## src/rtl/fpnew_pkg.sv

```systemverilog
// Minimal excerpt of the FPnew package: only the IEEE status flag bundle used by
// the result buffer. The bit order {NV,DZ,OF,UF,NX} matches the fflags CSR layout.
package fpnew_pkg;

  typedef struct packed {
    logic NV;
    logic DZ;
    logic OF;
    logic UF;
    logic NX;
  } status_t;

endpackage

```

## src/rtl/fpu_resbuf_pkg.sv

```systemverilog
// Shared types for the FPU result buffer: the buffered entry layout and the
// accrued-flags width.
package fpu_resbuf_pkg;

  localparam int unsigned FFLAGS_W = 5;
  localparam int unsigned RESULT_W = 64;
  localparam int unsigned TAG_W    = 5;

  typedef struct packed {
    logic [RESULT_W-1:0] result;
    fpnew_pkg::status_t  status;
    logic [TAG_W-1:0]    tag;
  } entry_t;

endpackage

```

## src/rtl/fpu_fflags_acc.sv

```systemverilog
// Sticky accrued-exception register: ORs in the status of each retired result;
// a clear racing a retire leaves only the retiring status.
module fpu_fflags_acc
  import fpu_resbuf_pkg::*;
(
  input  logic                clk_i,
  input  logic                rst_i,
  input  logic                acc_i,
  input  logic                clr_i,
  input  logic [FFLAGS_W-1:0] status_i,
  output logic [FFLAGS_W-1:0] fflags_o
);

  always_ff @(posedge clk_i) begin
    if (rst_i) begin
      fflags_o <= '0;
    end else if (acc_i && clr_i) begin
      fflags_o <= status_i;
    end else if (acc_i) begin
      fflags_o <= fflags_o | status_i;
    end else if (clr_i) begin
      fflags_o <= '0;
    end
  end

endmodule

```

## src/rtl/fpu_result_buffer.sv

```systemverilog
// Circular result FIFO between the FPU and writeback, with sticky fflags and
// overflow tracking. Define FPU_RESULT_BYPASS_EN for the empty-buffer bypass path.
module fpu_result_buffer
  import fpu_resbuf_pkg::*;
#(
  parameter int unsigned DEPTH     = 4,
  parameter int unsigned WIDTH     = RESULT_W,
  parameter int unsigned TAG_WIDTH = TAG_W
) (
  input  logic                 clk_i,
  input  logic                 rst_i,
  input  logic                 flush_i,
  input  logic                 in_valid_i,
  input  logic [WIDTH-1:0]     in_result_i,
  input  fpnew_pkg::status_t   in_status_i,
  input  logic [TAG_WIDTH-1:0] in_tag_i,
  output logic                 in_ready_o,
  output logic                 wb_valid_o,
  input  logic                 wb_ready_i,
  output logic [WIDTH-1:0]     wb_result_o,
  output fpnew_pkg::status_t   wb_status_o,
  output logic [TAG_WIDTH-1:0] wb_tag_o,
  output logic [FFLAGS_W-1:0]  fflags_o,
  input  logic                 fflags_clr_i,
  output logic                 overflow_o
);

  localparam int unsigned PTR_W = $clog2(DEPTH);
  localparam int unsigned CNT_W = PTR_W + 1;
  localparam logic [CNT_W-1:0] FULL_CNT = CNT_W'(DEPTH);

  entry_t           mem [DEPTH];
  logic [PTR_W-1:0] rd_ptr, wr_ptr;
  logic [CNT_W-1:0] count;

  logic   fifo_empty, fifo_full;
  logic   pop_fifo, push, drop, accrue, push_block;
  entry_t in_entry, head, wb_entry;

  assign fifo_empty = (count == '0);
  assign fifo_full  = (count == FULL_CNT);
  assign in_ready_o = !fifo_full;

  assign in_entry = '{result: RESULT_W'(in_result_i),
                      status: in_status_i,
                      tag:    TAG_W'(in_tag_i)};
  assign head     = mem[rd_ptr];

`ifdef FPU_RESULT_BYPASS_EN
  logic bypass;
  assign bypass     = in_valid_i && fifo_empty;
  assign wb_valid_o = !fifo_empty || bypass;
  assign wb_entry   = bypass ? in_entry : head;
  // A bypassed result taken by writeback this cycle never enters storage.
  assign push_block = bypass && wb_ready_i;
`else
  assign wb_valid_o = !fifo_empty;
  assign wb_entry   = head;
  assign push_block = 1'b0;
`endif

  assign wb_result_o = WIDTH'(wb_entry.result);
  assign wb_status_o = wb_entry.status;
  assign wb_tag_o    = TAG_WIDTH'(wb_entry.tag);

  always_comb begin
    pop_fifo = !fifo_empty && wb_ready_i;
    push     = in_valid_i && !push_block && (!fifo_full || pop_fifo);
    drop     = in_valid_i && fifo_full && !pop_fifo;
    accrue   = wb_valid_o && wb_ready_i && !flush_i;
  end

  always_ff @(posedge clk_i) begin
    if (rst_i) begin
      rd_ptr     <= '0;
      wr_ptr     <= '0;
      count      <= '0;
      overflow_o <= 1'b0;
    end else begin
      if (drop && !flush_i) overflow_o <= 1'b1;
      if (flush_i) begin
        rd_ptr <= '0;
        wr_ptr <= '0;
        count  <= '0;
      end else begin
        if (push)     wr_ptr <= wr_ptr + PTR_W'(1);
        if (pop_fifo) rd_ptr <= rd_ptr + PTR_W'(1);
        case ({push, pop_fifo})
          2'b10:   count <= count + CNT_W'(1);
          2'b01:   count <= count - CNT_W'(1);
          default: count <= count;
        endcase
      end
    end
  end

  always_ff @(posedge clk_i) begin
    if (push && !flush_i && !rst_i) mem[wr_ptr] <= in_entry;
  end

  fpu_fflags_acc u_fflags_acc (
    .clk_i    (clk_i),
    .rst_i    (rst_i),
    .acc_i    (accrue),
    .clr_i    (fflags_clr_i),
    .status_i (wb_status_o),
    .fflags_o (fflags_o)
  );

endmodule

```

## config.mk

```make
export PLATFORM = sky130hd
export DESIGN_NAME = fpu_result_buffer
export DESIGN_NICKNAME = d
export VERILOG_FILES = /design/src/rtl/fpnew_pkg.sv /design/src/rtl/fpu_resbuf_pkg.sv /design/src/rtl/fpu_fflags_acc.sv /design/src/rtl/fpu_result_buffer.sv
export SDC_FILE = /design/constraint.sdc
export NUM_CORES = 1
export LEC_CHECK = 0
export ABC_CLOCK_PERIOD_IN_PS = 4100
export BUFFER_PORTS_ARGS = -buffer_cell sky130_fd_sc_hd__buf_4
export CORE_UTILIZATION = 55
export CTS_CLUSTER_SIZE = 28
export DETAILED_ROUTE_END_ITERATION = 10
export PLACE_DENSITY = 0.81
export SYNTH_ARGS = -nofsm -noshare
export SYNTH_HDL_FRONTEND = slang
export SYNTH_SLANG_ARGS = --single-unit
export TNS_END_PERCENT = 50
```

## constraint.sdc

```tcl
create_clock -name clk_i -period 4.1 [get_ports clk_i]
set_clock_uncertainty 0.05 [all_clocks]
set_input_delay 0.205 -clock clk_i [delete_from_list [all_inputs] [get_ports clk_i]]
set_output_delay 0.205 -clock clk_i [all_outputs]
set_load 0.02 [all_outputs]
```

Word level (Yosys, flattened, before mapping)
Memory sizes are Yosys's and may differ from the RTL's. A register that Yosys moved wholly into a read port is not among the register bits.
Cells that the tools add are included.
{"block": "totals", "regBits": 13, "mem_bits_rw": 296, "elab_cells": 41, "memories": 1}
{"block": "classes", "addsub": 4, "eq_ne": 3, "muxes": 8, "bitwise_logic": 1, "reduce_logical": 19}
{"name": "mem", "words": 4, "word_bits": 74, "read_ports": 1, "rd_clocked_by_memory_dff": 1, "write_ports": 1, "line_no": "fpu_result_buffer.sv:32", "source": "entry_t mem [DEPTH];"}
{"operator": "$mux W5", "n": 3}
{"operator": "$logic_and A1 B1 Y1", "n": 9}
{"operator": "$pmux W3 S2", "n": 1}
{"operator": "$logic_not A1 Y1", "n": 5}
{"operator": "$or A5 B5 Y5", "n": 1}
{"operator": "$add A2 B1 Y2 const B", "n": 2}
{"operator": "$mux W2", "n": 2}
{"operator": "$add A3 B1 Y3 const B", "n": 1}
{"operator": "$eq A3 B3 Y1 const B", "n": 1}
{"operator": "$logic_not A3 Y1", "n": 1}
{"operator": "$reduce_bool A3 Y1", "n": 1}
{"operator": "$sub A3 B1 Y3 const B", "n": 1}
{"operator": "$eq A2 B1 Y1 const B", "n": 1}
{"operator": "$eq A2 B2 Y1 const B", "n": 1}
{"operator": "$mux W1", "n": 2}
{"operator": "$reduce_bool A2 Y1", "n": 1}
{"operator": "$reduce_or A2 Y1", "n": 1}
{"operator": "$logic_or A1 B1 Y1", "n": 1}

Depth between registers and ports, before layout
Gate-level depths: netlist of the first run.
{"block": "logic_depth", "ltp_word": 9, "mapped_depth": 7, "depth_no_buf": 6}

Cells and area by module
From an unflattened synthesis of the first run, not the netlist that was laid out.
{"block": "unflattened", "cells_unflattened": 482, "area_unflattened_um2": 11497.3}
{"module": "fpu_result_buffer", "instances": 1, "cells_per_inst": 462, "area_each_um2": 11322.1, "seq_area_each_um2": 9088.7}
{"module": "fpu_fflags_acc", "instances": 1, "cells_per_inst": 20, "area_each_um2": 175.2, "seq_area_each_um2": 100.1}

Worst setup path before layout of the first run
OpenSTA, ideal clock, no wires.
{"block": "synth_timing", "kind": "reg-to-reg", "startpoint": "register count[2]", "endpoint": "memory mem[0][0] (netlist bit), enable pin", "arrival_ps": 2528, "t_required_ps": 3609, "path_slack_ps": 1081, "path_stages_with_launch": 5, "period_less_slack_ps": 3019, "path_cell_list": "dfxtp_1 -> buf_2 -> nor4b_2 -> nor2_1 -> and3_1"}
{"block": "synth_between", "elab_chain_len": 9, "elab_cells_between_ends": 11, "classes_between": "eq/ne: 1; mux: 2; reduce/logical: 8"}
{"element": "start: declaration", "line_no": "fpu_result_buffer.sv:34", "source": "logic [CNT_W-1:0] count;"}
{"element": "start signal: assignment", "line_no": "fpu_result_buffer.sv:89", "source": "2'b10: count <= count + CNT_W'(1);"}
{"element": "start signal: assignment", "line_no": "fpu_result_buffer.sv:90", "source": "2'b01: count <= count - CNT_W'(1);"}
{"element": "start signal: assignment", "line_no": "fpu_result_buffer.sv:91", "source": "default: count <= count;"}
{"element": "$logic_not A3 Y1", "line_no": "fpu_result_buffer.sv:40", "source": "assign fifo_empty = (count == '0);"}
{"element": "$logic_not A1 Y1", "line_no": "fpu_result_buffer.sv:67", "source": "pop_fifo = !fifo_empty && wb_ready_i;"}
{"element": "$logic_and A1 B1 Y1", "line_no": "fpu_result_buffer.sv:67"}
{"element": "$logic_or A1 B1 Y1 *", "line_no": "fpu_result_buffer.sv:68", "source": "push = in_valid_i && !push_block && (!fifo_full || pop_fifo);"}
{"element": "$logic_and A1 B1 Y1 *", "line_no": "fpu_result_buffer.sv:68"}
{"element": "$logic_and A1 B1 Y1 * (2 in series)", "line_no": "fpu_result_buffer.sv:98", "source": "if (push && !flush_i && !rst_i) mem[wr_ptr] <= in_entry;"}
{"element": "$mux W1 *", "line_no": "fpu_result_buffer.sv:98"}
{"element": "$mux W1 (implied by the code) *", "line_no": "fpu_result_buffer.sv:98"}
{"element": "end: declaration", "line_no": "fpu_result_buffer.sv:32"}
Mark *: on every way between the ends. The rest lies on a longest branch, timed or not.

==> flow_summary.ini, run 1 <==
[synth]
synth-edff-count = 296
synthCells = 471
syn_nets = 556
yosys.area.top_type = edfxtp_1
synth.distinct_cells = 31
synth_flop_cell = edfxtp_1
yosysSeqAreaShare_pct = 80.4
synth_area_sq_mm = 0.0114
synth_async_sr_flop_share_pct = 0
synthTopCellsByArea = edfxtp_1 78%, mux4_2 15%, dfxtp_1 2.6%
yosysWarnings = 0
synth.avg_cell_area_sq_um = 24.3
ys_ff_latch = 311
yosysTopAreaCellShare_pct = 77.8

[setup_path]
required_ns = 3.85
r2r_cells = 3
r2r-start = count[2]
path_class = reg2out
worstPathArrival_ns = 2.54
r2r_setup_slack_ns = 1.73
cp_max_fo = 38
r2r_end = mem[2][40]
cp-start-kind = flip-flop
cp-end-kind = primary output

[timing]
min_period_ns = 2.79
post-route-period-util_pct = 68.1
rsz0062_at_grt = false
hold_viol = 0
worst_pin_slew_ns = 1.19
relSlewSlack_pct = 20.8
setup_violations = 0
slew_violations = 0
finalSetupTns_ns = 0
timing.fmax_ghz = 0.358

[cts]
cts_made_buffers = 29
cts.sinks = 311
clk_pin_slew_ns = 0.06
cts_tree = built
cts.repair.resized = 0
htreeDepth = 1
clockRootBuffer = clkbuf_16
clock_latency_ns = 0.52
clk_path_buf_depth = 3

[finish]
utilization_pct = 71.8
final_cell_mix = 296 x edfxtp_1, 161 x buf_4, 77 x dlygate4sd3_1
drive_gt1_share_pct = 38.8
final_common_cell = edfxtp_1
fin_cells = 1010
syn_to_final_growth_pct = 27.5
num_antenna_cells = 0
nNetsFinal = 804

[routing]
finalWirelength_mm = 21.6
routedWlPerCell_um = 21.4
final_antenna_net_count = 0
viasPerCell = 5.52
route.detailed.drc = 0
first_pass_iters = 4
num_vias = 5575
drt_first_iter_violations = 311

[power_and_ir_drop]
finalPower_mw = 6.39
p_leak_nw = 4.87
power_density_mw_per_mm2 = 438
clkPwrFrac_pct = 39.9
internal_power_mw = 5.16
vdd.ir_drop.worst_mv = 0.356
p_comb_share_pct = 4.9
p_switching_mw = 1.23
swShare_pct = 19.2
pwr-share-seq_pct = 55.2

[place]
dp_hpwl_mm = 11.7
io_buffers = 161
place_inst = 881
gp_congestion = 0.735

[hold_path]
hold_path_class = in2reg
worst_hold_path.num_cells = 3
hp-start = flush_i
min_to = count[0]

[global_routing]
grt_use_total_pct = 20.6
grt_pass1_vias = 6055
grt_max_degree = 75
gr-total-overflow = 0
grt_pass1_wl_mm = 33.4
antenna_found_initial = 0

[floorplan]
die_w_um = 146
core_area_sq_mm = 0.0203
io_pins = 162
rows = 52
die_h_um = 146
start_util_pct = 56.3
fp.dieArea_sq_mm = 0.0214

[outcome]
status = complete, no violations

[job]
cap_violations = 0
## synthesized netlist by cell type (all sizes together) (2+ instances only)
master / instances
a21oi: 3
a22o: 5
a31oi: 2
and3: 4
buf: 21
dfxtp: 15
edfxtp: 296
ha: 4
inv: 6
mux4: 74
nand3: 5
nor2: 10
o211ai: 3
o21ai: 2
o21ba: 2
or2: 2
or3: 2
xor2: 4
## critical path, cell delays in order (launching register included)
cell	delay (ns)
dfxtp_4	0.84
buf_12	0.36
mux4_2	0.57
buf_4	0.18
## cells by family after synthesis
kind of cell | after synthesis | share of synthesized area [%]
muxes | 74 | 14.6
and+or+nand+nor | 28 | 1.36
AOI/OAI and AO/OA | 21 | 1.37
DFF | 311 | 80.4
buffers and inverters | 28 | 1.39
adders and majority gates | 5 | 0.613
xor gates and xnor gates | 4 | 0.306
## state kept, by name, summed over array words and instances (netlist names), named ones only
register / count
wr_ptr: 2
overflow_o: 1
rd_ptr: 2
u_fflags_acc.fflags_o: 5
mem: 296
count: 3
## routing by layer
| layer | GRT usage [%] | vias up | part of all wire (%) |
|---|---|---|---|
| li1 | - | 2484 | - |
| met3 | 4.59 | 28 | 6.0 |
| met1 | 26.2 | 2892 | 40 |
| met4 | 4.95 | 0 | 1.6 |
| met2 | 36.1 | 171 | 52 |
| met5 | 0 | - | 0 |
## power by group through the flow
| stage | combinational, mW | clock [mW] | sequential (mW) |
|---|---|---|---|
| after floorplan | 0.111 | 0 | 3.59 |
| after global placement | 0.241 | 0 | 3.59 |
| after detailed placement | 0.253 | 0 | 3.59 |
| after CTS | 0.315 | 2.58 | 3.52 |
| after global routing | 0.335 | 2.70 | 3.52 |
| final | 0.316 | 2.55 | 3.52 |
## through the flow
step | setup WS (ns) | hold WS (ns) | instance area (sq um)
final | 1.31 | 0.0364 | 14600
after detailed placement | 1.72 | 0.348 | 12900
after CTS | 1.19 | 0.00412 | 14600
after global routing | 1.11 | 0.0268 | 14600
after floorplan | 1.08 | 0.227 | 11400
after global placement | 1.74 | 0.343 | 12900
## area by class of cell
cell class	count	area, sq um
flip-flops and latches	311	9200
clock buffers	35	748
inverters	6	22.5
fillers	1185	5730
multi-input cells	132	2100
clock inverters	17	161
repair buffers	239	2000
well taps	270	338
## what timing repair did
item / 4_1_cts / 5_1_grt
hold buffers: 77 / 0
buffers inserted: 0 / 0
endpoints found under the hold margin: 299 / 0
## worst max path at each step
stage / from / end / slack [ns] / cells after the start
4_1_cts: flip-flop / wb_status_o[3] / 1.19 / 3
3_3_place_gp: flip-flop / wb_status_o[3] / 1.74 / 3
5_1_grt: flip-flop / wb_result_o[7] / 1.11 / 3
6_report: flip-flop / wb_result_o[38] / 1.31 / 3
2_1_floorplan: count[2] / mem[0][0] / 1.08 / 4
3_5_place_dp: count[2] / mem[0][19] / 1.72 / 3
(Power assumes the default switching activity.)
==> run 2: changes to the inputs <==
--- a/config.mk
+++ b/config.mk
@@ -5,12 +5,12 @@
 export SDC_FILE = /design/constraint.sdc
 export NUM_CORES = 1
 export LEC_CHECK = 0
-export ABC_CLOCK_PERIOD_IN_PS = 4100
+export ABC_CLOCK_PERIOD_IN_PS = 2300
 export BUFFER_PORTS_ARGS = -buffer_cell sky130_fd_sc_hd__buf_4
-export CORE_UTILIZATION = 55
+export CORE_UTILIZATION = 51
 export CTS_CLUSTER_SIZE = 28
 export DETAILED_ROUTE_END_ITERATION = 10
-export PLACE_DENSITY = 0.81
+export PLACE_DENSITY = 0.79
 export SYNTH_ARGS = -nofsm -noshare
 export SYNTH_HDL_FRONTEND = slang
 export SYNTH_SLANG_ARGS = --single-unit
==> constraint.sdc (replaced) <==
create_clock -name clk_i -period 2.3 [get_ports clk_i]
set_clock_uncertainty 0.05 [all_clocks]
set_input_delay 0.115 -clock clk_i [delete_from_list [all_inputs] [get_ports clk_i]]
set_output_delay 0.115 -clock clk_i [all_outputs]
set_load 0.02 [all_outputs]
==> flow_summary.ini, run 2 (synthesis gave the netlist of run 1 again) <==
[job]
cap_violations = 0

[global_routing]
gr-total-overflow = 0
antenna_found_initial = 0
grt_pass1_wl_mm = 33.5
grt_use_total_pct = 19.8
grt_max_degree = 41
grt_pass1_vias = 6213

[setup_path]
cp_max_fo = 9
critical_path.cell_chain = or3_1 > nand3_1 > fa_1 > o21ba_2 > o211ai_1 > a221oi_1
slowest_stage = fa_1
cpPeakStageDelay_ns = 0.44
required_ns = 2.68
crit_family = compound AO/OA/AOI/OAI gates
crit_buf_inv = 0
path_class = reg2reg
cp-start-kind = flip-flop
cp-end-kind = flip-flop
worstPathArrival_ns = 2.60

[finish]
fin_cells = 1043
syn_to_final_growth_pct = 30.9
final_cell_mix = 296 x edfxtp_1, 164 x buf_4, 81 x dlygate4sd3_1
seq_area_sq_mm = 0.00920
utilization_pct = 68.4
largest_register_ffs = 296
final_common_cell = edfxtp_1
multiInputGateArea_sq_mm = 0.00210
design_area_sq_mm = 0.0150
largestRegisters = mem x296, u_fflags_acc.fflags_o x5, count x3
drive_gt1_share_pct = 39.8
num_antenna_cells = 0
top_register = mem
final.fill_count = 1349
nNetsFinal = 824

[place]
io_buffers = 161
gp_congestion = 0.793
place_inst = 903
placed_area_sq_mm = 0.0131
dp_hpwl_mm = 12.8

[timing]
slew_violations = 0
post-route-period-util_pct = 96.7
finalSetupTns_ns = 0
hold_viol = 0
timing.fmax_ghz = 0.450
relSlewSlack_pct = 66.4
min_period_ns = 2.22
worst_pin_slew_ns = 0.504
setup_violations = 0
rsz0062_at_grt = false

[power_and_ir_drop]
p_leak_nw = 5.04
power_density_mw_per_mm2 = 787
vdd.ir_drop.worst_mv = 0.766
finalPower_mw = 11.8

[hold_path]
hold_path_class = in2reg

[routing]
num_vias = 5697
routedWlPerCell_um = 21.5
route.detailed.drc = 0
viasPerCell = 5.46
wl_met3_mm = 1.07
final_antenna_net_count = 0
drt_first_iter_violations = 231
wl_met2_mm = 12.0
finalWirelength_mm = 22.4
top_layer = met4
wl_met1_mm = 8.79
first_pass_iters = 4

[floorplan]
io_pins = 162
rows = 54
die_h_um = 152
start_util_pct = 52.2
core_area_sq_mm = 0.0219
die_w_um = 152
fp.dieArea_sq_mm = 0.0230

[cts]
htreeDepth = 1
cts_made_buffers = 31
clock_latency_ns = 0.54
cts_tree = built
clockRootBuffer = clkbuf_16
cts.sinks = 311
clk_pin_slew_ns = 0.07
clk_path_buf_depth = 3

[outcome]
status = complete, no violations
## run 2: worst reg2reg max path, cell delays in order (launching register included)
cell,delay [ns]
dfxtp_1,0.39
or3_1,0.40
nand3_1,0.12
fa_1,0.44
o21ba_2,0.26
o211ai_1,0.12
a221oi_1,0.35
## run 2: power breakdown
group | switching, mW | internal, mW
logic | 0.274 | 0.315
registers | 0.0186 | 6.26
clock network | 1.99 | 2.93
total | 2.28 | 9.50
## run 2: cell type report
class / count / area share (%)
clock inverters: 17 / 1.30
clock buffers: 40 / 5.41
repair buffers: 257 / 15.3
inverters: 6 / 0.150
well taps: 280 / 2.34
multi-input cells: 132 / 14.1
flip-flops and latches: 311 / 61.5
## run 2: through the flow
| step | hold slack [ns] | setup slack [ns] |
|---|---|---|
| 2_1_floorplan | 0.137 | -0.718 |
| 3_3_place_gp | 0.263 | 0.248 |
| 3_5_place_dp | 0.265 | 0.0967 |
| 4_1_cts | 0.226 | 0.0573 |
| 5_1_grt | 0.237 | 0.0170 |
| 6_report | 0.253 | 0.0769 |
## run 2: path summary, 6_finish.rpt
path	from	endpoint	slack [ns]	cells past startpoint
hold reg to reg	u_fflags_acc.fflags_o[4]	u_fflags_acc.fflags_o[4]	0.44	1
hold / removal	in_result_i[4]	mem[2][14]	0.25	2
setup reg to reg	count[1]	count[1]	0.08	6
setup / recovery	count[1]	count[1]	0.08	6
## run 2: metal layers
layer | global-route usage (%) | vias up
met2 | 35.6 | 191
met3 | 3.44 | 45
met5 | 0 | -
li1 | - | 2536
met1 | 24.1 | 2925
met4 | 6.58 | 0
## run 2: repair_timing
| item | in CTS | in global routing |
|---|---|---|
| hold buffers | 81 | 0 |
| setup buffers | 2 | 0 |
| resized for setup | 1 | 1 |
| endpoints found under the hold margin | 311 | 0 |
| setup endpoints to repair | 54 | 1 |
| cloned | 0 | 0 |
==> run 3: changes to the inputs <==
--- a/config.mk
+++ b/config.mk
@@ -6,11 +6,12 @@
 export NUM_CORES = 1
 export LEC_CHECK = 0
 export ABC_CLOCK_PERIOD_IN_PS = 2300
-export BUFFER_PORTS_ARGS = -buffer_cell sky130_fd_sc_hd__buf_4
-export CORE_UTILIZATION = 51
+export CORE_MARGIN = 5
+export CORE_UTILIZATION = 55
 export CTS_CLUSTER_SIZE = 28
 export DETAILED_ROUTE_END_ITERATION = 10
-export PLACE_DENSITY = 0.79
+export DONT_BUFFER_PORTS = 1
+export PLACE_DENSITY = 0.77
 export SYNTH_ARGS = -nofsm -noshare
 export SYNTH_HDL_FRONTEND = slang
 export SYNTH_SLANG_ARGS = --single-unit
==> flow_summary.ini, run 3 (synthesis gave the netlist of run 1 again) <==
[outcome]
status = complete, no violations

[routing]
drt_first_iter_violations = 260
finalWirelength_mm = 21.4
route.detailed.drc = 0
num_vias = 5117
viasPerCell = 5.86
first_pass_iters = 7
routedWlPerCell_um = 24.6
final_antenna_net_count = 0

[timing]
min_period_ns = 2.18
slew_violations = 0
setup_violations = 0
worst_pin_slew_ns = 0.511
rsz0062_at_grt = false
timing.fmax_ghz = 0.460
hold_viol = 0
finalSetupTns_ns = 0
relSlewSlack_pct = 66.0
post-route-period-util_pct = 94.6

[floorplan]
fp.dieArea_sq_mm = 0.0238
die_h_um = 154
start_util_pct = 56.1
core_area_sq_mm = 0.0204
io_pins = 162
rows = 52
die_w_um = 154

[cts]
cts.sinks = 311
htreeDepth = 1
post-cts-setup-buffer-count = 0
clk_path_buf_depth = 3
cts_made_buffers = 30
cts_tree = built
clockRootBuffer = clkbuf_16
clk_pin_slew_ns = 0.06
clock_latency_ns = 0.53

[setup_path]
cp-end-kind = flip-flop
r2r_cells = 6
cp-start-kind = flip-flop
required_ns = 2.67
r2r_setup_slack_ns = 0.12
cp_max_fo = 9
r2r-start = count[1]
r2r_end = count[1]
path_class = reg2reg
startpoint = count[1]
worstPathArrival_ns = 2.55
worstSetupEndpoint = count[1]

[place]
gp_congestion = 0.753
io_buffers = 0
placed_area_sq_mm = 0.0119
place_inst = 738
dp_hpwl_mm = 12.5

[global_routing]
grt_use_total_pct = 17.9
antenna_found_initial = 0
use_met1_pct = 23.6
gr-total-overflow = 0
grt_busiest_layer = met2
grt.met3_usage_pct = 5.23
grt_max_degree = 42
grt_pass1_wl_mm = 32.9
met2_usage_pct = 29.9
grt_pass1_vias = 5468

[finish]
multiInputGateArea_sq_mm = 0.00210
fin_cells = 873
syn_to_final_growth_pct = 20.0
final_cell_mix = 296 x edfxtp_1, 82 x dlygate4sd3_1, 74 x mux4_2
largest_register_ffs = 296
nNetsFinal = 667
top_register = mem
final_common_cell = edfxtp_1
drive_gt1_share_pct = 24.5
design_area_sq_mm = 0.0137
final.fill_count = 1219
num_antenna_cells = 0
largestRegisters = mem x296, u_fflags_acc.fflags_o x5, count x3
seq_area_sq_mm = 0.00920

[job]
cap_violations = 0

[hold_path]
hold_path_class = in2reg

[power_and_ir_drop]
power_density_mw_per_mm2 = 835
finalPower_mw = 11.5
vdd.ir_drop.worst_mv = 0.937
p_leak_nw = 4.27
[run 3: changes by cell type in the layout (fill, tap and decap cells not counted), moves of 2 or more]
cell / delta
clkinv_1: -2
clkbuf_1: -4
buf_6: +2
buf_4: -157
clkinv_2: +4
[run 3: worst min path at each step]
stage | endpoint | slack [ns] | start | depth (start not counted)
finish | mem[2][23] | 0.16 | rst_i | 3
global route | mem[0][9] | 0.17 | rst_i | 3
CTS | mem[0][9] | 0.14 | rst_i | 3
detailed placement | overflow_o | 0.15 | rst_i | 1
global placement | overflow_o | 0.14 | rst_i | 1
floorplan | overflow_o | 0.14 | rst_i | 1
[run 3: final cells by class]
class                      count  share of cell area (%)
clock buffer                  36                    5.79
sequential                   311                    67.0
tap                          270                    2.46
multi-input combinational    132                    15.3
clock inverter                17                    1.25
inverter                       6                   0.164
timing repair buffer         101                    7.99
[run 3: repair_timing]
item,in CTS,in global routing
endpoints found under the hold margin,311,0
resized for setup,0,2
hold buffers,82,0
endpoints found under the setup margin,0,7
[run 3: metal layers]
layer  up-vias  share of wire, %
met1      2644                39
met5         -                 0
met3        34               8.6
met4         0               2.0
met2       218                50
li1       2221                 -
[run 3: through the flow]
stage / util [%] / worst slack, ns / hold slack [ns]
after detailed placement: 58.6 / 0.184 / 0.147
after global placement: 58.6 / 0.297 / 0.138
after CTS: 67.3 / 0.0401 / 0.142
final: 67.4 / 0.124 / 0.164
after floorplan: - / -0.718 / 0.137
after global routing: 67.4 / 0.0287 / 0.170
[run 3: report_power, final]
group	internal [mW]	leakage (nW)	switching (mW)
clock network	2.79	0.471	1.97
logic	0.182	0.999	0.239
registers	6.25	2.80	0.0182
[run 3: critical path, cell delays in order (launching register included)]
cell and delay, ns:
dfxtp_1 0.40, or3_1 0.42, nand3_1 0.12, fa_1 0.44, o21ba_2 0.24, o211ai_1 0.07
a221oi_1 0.32
